## src/rtl/multi_alarm_clock_if.sv

```systemverilog
// UART receive byte stream feeding the alarm clock command parser.
interface multi_alarm_clock_if;
  logic       bu_rx_data_rdy;
  logic [7:0] bu_rx_data;

  modport master (output bu_rx_data_rdy, output bu_rx_data);
  modport slave  (input  bu_rx_data_rdy, input  bu_rx_data);
endinterface

```

## src/rtl/multi_alarm_clock.sv

```systemverilog
// MM:SS clock with NUM_ALARMS alarm channels, programmed by ASCII commands from a UART.
// Optional build macro TRIG_TIMEOUT_EN: a triggered alarm re-arms itself after 60 seconds.
module multi_alarm_clock #(
  parameter int NUM_ALARMS = 2,
  parameter int SEL_W      = 1
) (
  input  logic                  clk,
  input  logic                  rst,
  input  logic                  oneSecStrb,
  multi_alarm_clock_if.slave    rx,
  input  logic [SEL_W-1:0]      alarm_sel,
  output logic [15:0]           time_bcd,
  output logic [15:0]           alarm_bcd,
  output logic                  running,
  output logic [NUM_ALARMS-1:0] armed,
  output logic [NUM_ALARMS-1:0] trig,
  output logic                  cmd_err
);

  typedef enum logic [2:0] {P_IDLE, P_SEL, P_D0, P_D1, P_D2, P_D3, P_CR} pstate_e;
  typedef enum logic [1:0] {CMD_TIME, CMD_ALARM, CMD_TOGGLE} cmd_e;
  typedef enum logic [1:0] {A_IDLE, A_ARMED, A_TRIG} astate_e;

  localparam logic [7:0] CH_L  = 8'h6C;
  localparam logic [7:0] CH_A  = 8'h61;
  localparam logic [7:0] CH_AT = 8'h40;
  localparam logic [7:0] CH_CR = 8'h0D;
  localparam logic [7:0] CH_0  = 8'h30;

  pstate_e     pstate_q, pstate_d;
  cmd_e        cmd_q, cmd_d;
  logic [3:0]  sel_q, sel_d;
  logic [15:0] shadow_q, shadow_d;
  logic        err_q, err_d;
  logic [15:0] time_q, time_d;
  logic [15:0] alarm_q [NUM_ALARMS];
  logic [15:0] alarm_d [NUM_ALARMS];
  astate_e     astate_q [NUM_ALARMS];
  astate_e     astate_d [NUM_ALARMS];

  logic [7:0]  rx_byte;
  logic        sel_ok;
  logic        tick;
  logic        commit_time;
  logic        commit_alarm;
  logic        toggle_hit;
  logic [3:0]  toggle_idx;

  function automatic logic digit_ok(input logic [7:0] c, input logic [3:0] max_d);
    return (c >= CH_0) && (c <= CH_0 + {4'd0, max_d});
  endfunction

  function automatic logic [15:0] bcd_inc(input logic [15:0] t);
    logic [15:0] r;
    r = t;
    if (t[3:0] != 4'd9) begin
      r[3:0] = t[3:0] + 4'd1;
    end else begin
      r[3:0] = 4'd0;
      if (t[7:4] != 4'd5) begin
        r[7:4] = t[7:4] + 4'd1;
      end else begin
        r[7:4] = 4'd0;
        if (t[11:8] != 4'd9) begin
          r[11:8] = t[11:8] + 4'd1;
        end else begin
          r[11:8]  = 4'd0;
          r[15:12] = (t[15:12] == 4'd5) ? 4'd0 : t[15:12] + 4'd1;
        end
      end
    end
    return r;
  endfunction

  assign rx_byte = rx.bu_rx_data;
  assign sel_ok  = (rx_byte >= CH_0) && (rx_byte < CH_0 + 8'(NUM_ALARMS));
  assign running = (pstate_q == P_IDLE);
  assign tick    = oneSecStrb && running;

  // Command parser: digits collect in the shadow and only reach live registers on CR.
  // NOTE: every signal written here gets a default first, so no latch is inferred.
  always_comb begin
    logic abort;
    pstate_d     = pstate_q;
    cmd_d        = cmd_q;
    sel_d        = sel_q;
    shadow_d     = shadow_q;
    err_d        = 1'b0;
    commit_time  = 1'b0;
    commit_alarm = 1'b0;
    toggle_hit   = 1'b0;
    toggle_idx   = rx_byte[3:0];
    abort        = 1'b0;
    if (rx.bu_rx_data_rdy) begin
      unique case (pstate_q)
        P_IDLE: begin
          if (rx_byte == CH_L) begin
            cmd_d    = CMD_TIME;
            pstate_d = P_D0;
          end else if (rx_byte == CH_A) begin
            cmd_d    = CMD_ALARM;
            pstate_d = P_SEL;
          end else if (rx_byte == CH_AT) begin
            cmd_d    = CMD_TOGGLE;
            pstate_d = P_SEL;
          end
        end
        P_SEL: begin
          if (!sel_ok) begin
            abort = 1'b1;
          end else if (cmd_q == CMD_TOGGLE) begin
            toggle_hit = 1'b1;
            pstate_d   = P_IDLE;
          end else begin
            sel_d    = rx_byte[3:0];
            pstate_d = P_D0;
          end
        end
        P_D0: if (digit_ok(rx_byte, 4'd5)) begin
          shadow_d[15:12] = rx_byte[3:0];
          pstate_d        = P_D1;
        end else abort = 1'b1;
        P_D1: if (digit_ok(rx_byte, 4'd9)) begin
          shadow_d[11:8] = rx_byte[3:0];
          pstate_d       = P_D2;
        end else abort = 1'b1;
        P_D2: if (digit_ok(rx_byte, 4'd5)) begin
          shadow_d[7:4] = rx_byte[3:0];
          pstate_d      = P_D3;
        end else abort = 1'b1;
        P_D3: if (digit_ok(rx_byte, 4'd9)) begin
          shadow_d[3:0] = rx_byte[3:0];
          pstate_d      = P_CR;
        end else abort = 1'b1;
        P_CR: begin
          if (rx_byte == CH_CR) begin
            commit_time  = (cmd_q == CMD_TIME);
            commit_alarm = (cmd_q == CMD_ALARM);
            pstate_d     = P_IDLE;
          end else begin
            abort = 1'b1;
          end
        end
        default: pstate_d = P_IDLE;
      endcase
    end
    if (abort) begin
      pstate_d = P_IDLE;
      shadow_d = '0;
      err_d    = 1'b1;
    end
  end

  // A time commit can only happen outside IDLE, so it always beats a strobe.
  always_comb begin
    time_d = time_q;
    if (commit_time) time_d = shadow_q;
    else if (tick)   time_d = bcd_inc(time_q);
    for (int i = 0; i < NUM_ALARMS; i++) begin
      alarm_d[i] = alarm_q[i];
      if (commit_alarm && sel_q == 4'(i)) alarm_d[i] = shadow_q;
    end
  end

`ifdef TRIG_TIMEOUT_EN
  logic [5:0] tmo_q [NUM_ALARMS];
  logic [5:0] tmo_d [NUM_ALARMS];

  // The counter idles at zero outside TRIG, which clears it on every entry.
  always_comb begin
    for (int i = 0; i < NUM_ALARMS; i++) begin
      tmo_d[i] = tmo_q[i];
      if (astate_q[i] != A_TRIG) tmo_d[i] = '0;
      else if (tick)             tmo_d[i] = tmo_q[i] + 6'd1;
    end
  end

  always_ff @(posedge clk or posedge rst) begin
    if (rst) begin
      for (int i = 0; i < NUM_ALARMS; i++) tmo_q[i] <= '0;
    end else begin
      for (int i = 0; i < NUM_ALARMS; i++) tmo_q[i] <= tmo_d[i];
    end
  end
`endif

  always_comb begin
    for (int i = 0; i < NUM_ALARMS; i++) begin
      logic hit;
      hit         = toggle_hit && (toggle_idx == 4'(i));
      astate_d[i] = astate_q[i];
      unique case (astate_q[i])
        A_IDLE:  if (hit) astate_d[i] = A_ARMED;
        A_ARMED: begin
          if (hit)                          astate_d[i] = A_IDLE;
          else if (time_q == alarm_q[i])    astate_d[i] = A_TRIG;
        end
        A_TRIG: begin
          if (hit) astate_d[i] = A_IDLE;
`ifdef TRIG_TIMEOUT_EN
          else if (tick && tmo_q[i] == 6'd59) astate_d[i] = A_ARMED;
`endif
        end
        default: astate_d[i] = A_IDLE;
      endcase
    end
  end

  // NOTE: sequential state uses <= so every register samples pre-edge values.
  always_ff @(posedge clk or posedge rst) begin
    if (rst) begin
      pstate_q <= P_IDLE;
      cmd_q    <= CMD_TIME;
      sel_q    <= '0;
      shadow_q <= '0;
      err_q    <= 1'b0;
      time_q   <= '0;
      // NOTE: alarm values are an explicit reset target, so they live in flops, not a RAM.
      for (int i = 0; i < NUM_ALARMS; i++) begin
        alarm_q[i]  <= '0;
        astate_q[i] <= A_IDLE;
      end
    end else begin
      pstate_q <= pstate_d;
      cmd_q    <= cmd_d;
      sel_q    <= sel_d;
      shadow_q <= shadow_d;
      err_q    <= err_d;
      time_q   <= time_d;
      for (int i = 0; i < NUM_ALARMS; i++) begin
        alarm_q[i]  <= alarm_d[i];
        astate_q[i] <= astate_d[i];
      end
    end
  end

  assign time_bcd = time_q;
  assign cmd_err  = err_q;

  always_comb begin
    alarm_bcd = '0;
    for (int i = 0; i < NUM_ALARMS; i++) begin
      armed[i] = (astate_q[i] == A_ARMED);
      trig[i]  = (astate_q[i] == A_TRIG);
      if (int'(alarm_sel) == i) alarm_bcd = alarm_q[i];
    end
  end

endmodule
```

## src/flat_wrapper.sv

```systemverilog
// flat-port wrapper written by rule: the top's interface ports become plain ports
module multi_alarm_clock_flat 
#(
  parameter int NUM_ALARMS = 2,
  parameter int SEL_W      = 1
)
  (clk, rst, oneSecStrb, alarm_sel, time_bcd, alarm_bcd, running, armed, trig, cmd_err, rx_bu_rx_data_rdy, rx_bu_rx_data);
  multi_alarm_clock_if rx_i ();
  input  logic clk;
  input  logic rst;
  input  logic oneSecStrb;
  input  logic [SEL_W-1:0] alarm_sel;
  output logic [15:0] time_bcd;
  output logic [15:0] alarm_bcd;
  output logic running;
  output logic [NUM_ALARMS-1:0] armed;
  output logic [NUM_ALARMS-1:0] trig;
  output logic cmd_err;
  input wire logic [$bits(rx_i.bu_rx_data_rdy)-1:0] rx_bu_rx_data_rdy;
  input wire logic [$bits(rx_i.bu_rx_data)-1:0] rx_bu_rx_data;
  assign rx_i.bu_rx_data_rdy = rx_bu_rx_data_rdy;
  assign rx_i.bu_rx_data = rx_bu_rx_data;
  multi_alarm_clock #(.NUM_ALARMS(NUM_ALARMS), .SEL_W(SEL_W)) u_core (.clk(clk), .rst(rst), .oneSecStrb(oneSecStrb), .rx(rx_i), .alarm_sel(alarm_sel), .time_bcd(time_bcd), .alarm_bcd(alarm_bcd), .running(running), .armed(armed), .trig(trig), .cmd_err(cmd_err));
endmodule
```

## config.mk

```make
export PLATFORM = sky130hd
export DESIGN_NAME = multi_alarm_clock_flat
export DESIGN_NICKNAME = d
export VERILOG_FILES = /design/src/rtl/multi_alarm_clock_if.sv /design/src/rtl/multi_alarm_clock.sv /design/src/flat_wrapper.sv
export SDC_FILE = /design/constraint.sdc
export NUM_CORES = 1
export LEC_CHECK = 0
export ABC_AREA = 1
export CORE_MARGIN = 3
export CORE_UTILIZATION = 57
export DETAILED_ROUTE_END_ITERATION = 16
export PLACE_DENSITY = 0.85
export SYNTH_ARGS = -nofsm -noshare
export SYNTH_HDL_FRONTEND = slang
export SYNTH_SLANG_ARGS = --single-unit
export TNS_END_PERCENT = 100
```

## constraint.sdc

```tcl
create_clock -name clk -period 5.05 [get_ports clk]
set_clock_uncertainty 0.1 [all_clocks]
set_input_delay 1.01 -clock clk [delete_from_list [all_inputs] [get_ports clk]]
set_output_delay 1.01 -clock clk [all_outputs]
set_load 0.05 [all_outputs]
```

## After elaboration in Yosys (flattened, before gate mapping)

Index checks and enable logic that the tools add are counted.

| storage, ports and cells | value |
|---|---|
| register bits after elaboration | 78 |
| bits of input ports | 13 |
| logic and storage cells | 163 |

| operators by class | value |
|---|---|
| $add $sub $neg | 4 |
| $lt $le $gt $ge | 4 |
| equal/unequal tests | 40 |
| multiplexer cells | 61 |
| bitwise operators | 1 |
| reduce and logical (&&, ||, !) cells | 37 |

Operators by type and width:

| operator | count |
|---|---|
| 16-bit two-way mux | 5 |
| 4-bit two-way mux | 11 |
| 3-bit two-way mux | 11 |
| 16-bit equality test | 2 |
| 8-bit by 7-bit equality test with 1-bit output (second input constant) | 3 |
| 2-bit two-way mux | 12 |
| 3-bit by 1-bit != test with 1-bit output (second input constant) | 8 |
| 3-bit AND reduction | 8 |
| 3-bit one-hot mux with 7 select lines | 1 |
| 4-bit by 1-bit adder with 4-bit output (second input constant) | 4 |
| 8-bit by 6-bit less-or-equal comparator with 1-bit output (second input constant) | 2 |
| 1-bit two-way mux | 16 |
| 2-bit nonzero test | 8 |
| 2-bit by 1-bit != test with 1-bit output (second input constant) | 7 |
| 12-bit two-way mux | 1 |
| 2-bit one-hot mux with 3 select lines | 2 |
| 3-bit equality test (second input constant) | 3 |
| 4-bit by 1-bit equality test with 1-bit output (second input constant) | 2 |
| 8-bit by 4-bit equality test with 1-bit output (second input constant) | 1 |
| 8-bit by 6-bit >= comparator with 1-bit output (second input constant) | 1 |
| 1-bit logical AND | 8 |
| 4-bit zero test | 2 |
| 8-bit by 6-bit less-than comparator with 1-bit output (second input constant) | 1 |
| 8-bit two-way mux | 1 |
| other kinds (17) | 27 |

## Logic depth before layout (Yosys ltp)

Gate-level depths: netlist of run 1.

| depth | value |
|---|---|
| word-level depth | 8 |
| gate-level depth with buffers | 12 |
| depth with buffers taken out | 11 |

## Least setup slack after synthesis of run 1

No wires, ideal clock.

| timing path | value |
|---|---|
| kind | input port to output port |
| start point | input port alarm_sel |
| end point | output port alarm_bcd[10] |
| data arrival time | 2.299 ns |
| required time | 3.940 ns |
| setup slack | 1.641 ns |
| cell stages on the path | 2 |
| cell sequence | clkbuf_1 -> o21ai_0 |

| between the ends | value |
|---|---|
| longest elaborated chain between the ends | 1 |

Ends and longest elaborated chain:

| what | RTL line | RTL |
|---|---|---|
| from (decl) | flat_wrapper.sv:12 | `input logic [SEL_W-1:0] alarm_sel;` |
| 16-bit two-way mux | multi_alarm_clock.sv:245 | `if (int'(alarm_sel) == i) alarm_bcd = alarm_q[i];` |
| to (decl) | flat_wrapper.sv:14 | `output logic [15:0] alarm_bcd;` |

Every way passes these cells.

## Final worst setup path of run 1

| timing path | value |
|---|---|
| start point | input port alarm_sel |
| end point | output port alarm_bcd[14] |

The elaborated chain is that of the path after synthesis.

==> impl_metrics.ini, run 1 <==
[logic_synthesis]
synth-seq-cells = 78
synth-compound-area-share_pct = 11.5
synthDistinctLibCells = 35
synth-simple-area-share_pct = 31.5
yosys_warnings = 0
synth-main-ff-cell = dfrtp_1
yosysSeqAreaShare_pct = 41.8
synth_top_family_by_area = simple AND/OR/NAND/NOR gates
yosys.area_share.adder_pct = 0
synthesis.instances = 627
synth_area_um2 = 4670
synthArstFlopShare_pct = 100
syn_nets = 640
synth_edf_count = 0
synth_xor_area_share_pct = 5.26
synthMuxAreaShare_pct = 0
synth_area_per_cell_um2 = 7.44

[timing]
slew_headroom_pct = 57.3
fin_setup_tns_ns = 0
worst_pin_slew_ns = 0.641
max_freq_mhz = 256
setup_viol = 0
drv_slew = 0
period_minus_slack_ns = 3.91
finalHoldViolCount = 0
grt_setup_unrepaired = no
final.period_utilization_pct = 77.4

[hold_path]
min_to = u_core.sel_q[2]
hold_class = reg -> reg
worstHoldStart = u_core.sel_q[2]
whs_path_depth = 2

[final_layout]
drive_gt1_share_pct = 8.38
fillers = 646
layout_common_cells = 177 x nand2_1, 78 x dfrtp_1, 68 x inv_1, 62 x nand3_1, 54 x nor2_1
final_util_pct = 67.4
final-instance-count-excl-fill = 770
nets = 678
area_delta_synth_final_pct = 13.3
antenna_cells = 0
final_common_cell = nand2_1

[worst_setup_path]
crit_top_cell = clkdlybuf4s50_1
max_stage_delay_ns = 0.82
cp_slowest_cell = clkdlybuf4s50_1
r2r_end = u_core.alarm_q[8]
crit_required_ns = 3.94
cp-end-kind = primary output
r2r_slack_ns = 3.05
path_class = in -> out
r2r_cells = 4
start_kind = input pin
cp.arrival_ns = 2.80
r2r_start = u_core.sel_q[3]
cp_cell_sequence = clkdlybuf4s50_1 -> buf_4 -> nand2_1 -> o21ai_0 -> clkdlybuf4s50_1
path_max_fanout = 32

[global_routing]
grt_pass1_wl_um = 18100
antenna_found_initial = 0
grt_pass1_vias = 3987
grt-ovfl-total = 0
grt_max_degree = 53
track_usage_pct = 24.9

[job]
maxCapViolCount = 0

[route]
drtIter0Drc = 250
firstDrtPassIters = 5
viasPerCell = 5.51
wl_um = 10900
num_vias = 4246
drtAntennaViolNets = 0
drcViolationCount = 0
routedWlPerCell_um = 14.1

[floorplan]
ios = 51
start_util_pct = 59.5
row_count = 32
dieArea_um2 = 9310
die_y_um = 96.5
core-area_um2 = 7850
dieWidth_um = 96.5

[clock_network]
htree_num_levels = 3
insertion_delay_ns = 0.34
cts.sinks = 78
path_clk_slew_ns = 0.06
cts_setup_buffers = 0
post_cts_resize_count = 0
hold_buffers = 0
cts_tree = yes
numCtsBuffers = 9
cts_root_buf = clkbuf_8
clock_path_buffers = 2

[place]
place_congestion = 0.903
dp.final_hpwl_um = 7940
post-place-cells = 756
portBuffers = 50

[power]
switchingPower_uw = 795
irDropWorstVdd_uv = 252
p_leak_nw = 2.63
swShare_pct = 42.0
p_per_area_nw_per_um2 = 358
p_total_mw = 1.89
sequentialPowerShare_pct = 41.2
internal_power_mw = 1.10
power_frac_comb_pct = 37.9
p_clk_share_pct = 20.9

[status]
status = complete, no violations
==> how the worst max path moves through the flow <==
stage,start,end,slack [ns],depth (start not counted)
4_1_cts,alarm_sel,alarm_bcd[14],1.15,5
2_1_floorplan,alarm_sel,alarm_bcd[10],1.64,2
3_3_place_gp,alarm_sel,alarm_bcd[1],1.23,5
5_1_grt,alarm_sel,alarm_bcd[14],1.09,5
3_5_place_dp,alarm_sel,alarm_bcd[14],1.15,5
6_report,alarm_sel,alarm_bcd[14],1.14,5
==> stage by stage <==
step | worst slack, ns | hold slack [ns] | area, um^2
floorplan | 1.64 | 0.371 | 4670
global placement | 1.23 | 0.389 | 5130
detailed placement | 1.15 | 0.396 | 5130
CTS | 1.15 | 0.411 | 5290
global route | 1.09 | 0.445 | 5290
finish | 1.14 | 0.409 | 5290
==> layout make-up <==
| type | instances | area, um^2 | area share, % |
|---|---|---|---|
| clock buffer | 12 | 145 | 2.74 |
| clock inverter | 2 | 10.0 | 0.189 |
| inverter | 77 | 289 | 5.47 |
| multi-input combinational | 447 | 2250 | 42.5 |
| sequential | 78 | 1950 | 36.9 |
| tap | 102 | 128 | 2.41 |
| timing repair buffer | 52 | 515 | 9.75 |
==> sequential cells by signal (all words and copies together), names as in the netlist <==
name,count
u_core.sel_q,4
u_core.astate_q,4
u_core.cmd_q,2
u_core.alarm_q,32
u_core.cmd_err,1
u_core.time_bcd,16
u_core.shadow_q,16
u_core.pstate_q,3
==> cell families after synthesis <==
group,count (synthesis)
and+or+nand+nor,329
buffers and inverters,102
AOI/OAI and AO/OA,90
DFF,78
xor gates and xnor gates,28
==> worst max-delay path: cells and delay by family <==
family,cells,cell delay (ns)
AOI/OAI and AO/OA,1,0.10
and+or+nand+nor,1,0.11
buffers and inverters,3,1.57
==> cell usage after synthesis, types with 6 or more instances <==
library cell	instances	area, um^2
nor2_2	6	37.5
nand3_1	62	310
clkbuf_1	10	37.5
o21ai_0	49	245
nor2_1	54	203
xor2_1	28	245
o211ai_1	6	45.0
inv_1	69	259
o21ai_1	19	95.1
dfrtp_1	78	1950
nand4_1	8	50.1
nand2_1	177	664
o21ai_2	10	87.6
inv_2	8	30.0
buf_6	7	78.8
==> layer usage <==
metal  share of wire [%]  track usage, %
met2                  48            40.7
met3                 4.6            3.49
met1                  44            32.0
met5                   0               0
met4                 3.4            13.3
==> power by group through the flow <==
stage / registers (mW) / logic (mW) / clock network (mW)
floorplan: 0.888 / 0.427 / 0
global placement: 0.785 / 0.689 / 0
detailed placement: 0.789 / 0.711 / 0
CTS: 0.777 / 0.714 / 0.400
global route: 0.790 / 0.789 / 0.426
finish: 0.779 / 0.716 / 0.395
No activity file was read; power rests on OpenSTA's default activity.
==> run 2: changes to the inputs <==
Clock period 5.05 ns to 3.8 ns, I/O delays scaled along.
==> impl_metrics.ini, run 2 (synthesis results as in run 1) <==
[status]
status = complete, no violations

[global_routing]
grt_pass1_wl_um = 19100
grt_pass1_vias = 4070
grt-ovfl-total = 0
antenna_found_initial = 0
grt_max_degree = 75
track_usage_pct = 26.6

[route]
drtIter0Drc = 420
firstDrtPassIters = 5
viasPerCell = 5.56
routedWlPerCell_um = 14.8
wl_um = 11400
drcViolationCount = 0
num_vias = 4284
drtAntennaViolNets = 0

[final_layout]
finalInstanceArea_um2 = 5530
layout_common_cells = 177 x nand2_1, 78 x dfrtp_1, 68 x inv_1, 62 x nand3_1, 54 x nor2_1
regMostFlops = u_core.alarm_q
nets = 678
final_common_cell = nand2_1
largest_reg_flops = 32
drive_gt1_share_pct = 11.2
antenna_cells = 0
area_delta_synth_final_pct = 18.4

[clock_network]
cts_tree = yes
post_cts_resize_count = 0
cts.sinks = 78
numCtsBuffers = 9
htree_num_levels = 3
clock_path_buffers = 2
hold_buffers = 0
cts_root_buf = clkbuf_8
cts_setup_buffers = 0
path_clk_slew_ns = 0.08
insertion_delay_ns = 0.35

[worst_setup_path]
cpLargestDelayFamily = buffers and inverters
cp.arrival_ns = 2.07
cp_num_cells = 4
cp_slowest_cell = o21ai_0
path_class = in -> out
path_max_fanout = 32
r2r_cells = 5
cp-end-kind = primary output
crit_required_ns = 2.94
path_buf_inv = 3
start_kind = input pin
max_stage_delay_ns = 0.47
cp_cell_sequence = clkdlybuf4s50_1 -> buf_4 -> o21ai_0 -> buf_12

[place]
dp.final_hpwl_um = 8350
post-place-ws_ns = 0.801
portBuffers = 50
placed_area_um2 = 5310
place_congestion = 0.935

[timing]
timing.hold.ws_ns = 0.421
max_freq_mhz = 341
worst_pin_slew_ns = 0.537
period_minus_slack_ns = 2.93
slew_headroom_pct = 63.9
final.period_utilization_pct = 77.1
setup_ws_ns = 0.869
grt_setup_unrepaired = no
finalHoldViolCount = 0
setup_viol = 0
drv_slew = 0
fin_setup_tns_ns = 0

[floorplan]
core-area_um2 = 7850
die_y_um = 96.5
dieWidth_um = 96.5
ios = 51
start_util_pct = 59.5
row_count = 32
dieArea_um2 = 9310

[power]
p_leak_nw = 2.75
p_per_area_nw_per_um2 = 491
irDropWorstVdd_uv = 294

[hold_path]
whs_path_depth = 2
hold_class = reg -> reg

[job]
maxCapViolCount = 0
[run 2: cell types whose count changed in the layout (fill, tap and decap cells not counted), sizes merged]
cell / before / now
buf: 2 / 18
inv: 77 / 78
bufinv: 0 / 2
clkdlybuf4s50: 50 / 34
clkbuf: 12 / 10
[run 2: worst reg2reg max path, delay by kind of cell (launching register included)]
kind / cells / cell delay, ns
buffers and inverters: 1 / 0.09
and+or+nand+nor: 4 / 1.29
DFF: 1 / 0.36
[run 2: where the power goes]
group	switching [mW]	internal, mW
sequential	0.134	0.904
clock	0.313	0.387
combinational	0.652	0.326
[run 2: per-layer routing]
metal	wire [um]	share of wire, %	track usage (%)
met1	4660	41	33.9
met2	5930	52	46.6
met3	701	6.1	3.25
met4	149	1.3	9.35
met5	0	0	0
[run 2: worst paths after layout]
| check | start | to | slack (ns) |
|---|---|---|---|
| hold reg to reg | u_core.sel_q[1] | u_core.sel_q[1] | 0.42 |
| min in group asynchronous | rst | u_core.pstate_q[2] | 0.50 |
| max in group asynchronous | rst | u_core.astate_q[1] | 2.51 |
| setup / recovery | alarm_sel | alarm_bcd[12] | 0.87 |
| setup reg to reg | u_core.sel_q[3] | u_core.alarm_q[10] | 1.91 |
| hold / removal | u_core.sel_q[1] | u_core.sel_q[1] | 0.42 |
[run 2: cell type report]
type,instances,area (um^2)
Tap cell,102,128
Multi-Input combinational cell,447,2250
Inverter,77,289
Clock inverter,5,82.6
Fill cell,640,2320
Clock buffer,10,138
Sequential cell,78,1950
Timing Repair Buffer,52,688
[run 2: per-stage QoR]
stage | std cells | util (%) | total power [mW]
2_1_floorplan | 627 | - | 1.75
3_3_place_gp | 756 | 67.6 | 1.99
3_5_place_dp | 756 | 67.6 | 2.02
4_1_cts | 771 | 70.4 | 2.71
5_1_grt | 771 | 70.4 | 2.86
6_report | 771 | 70.4 | 2.72
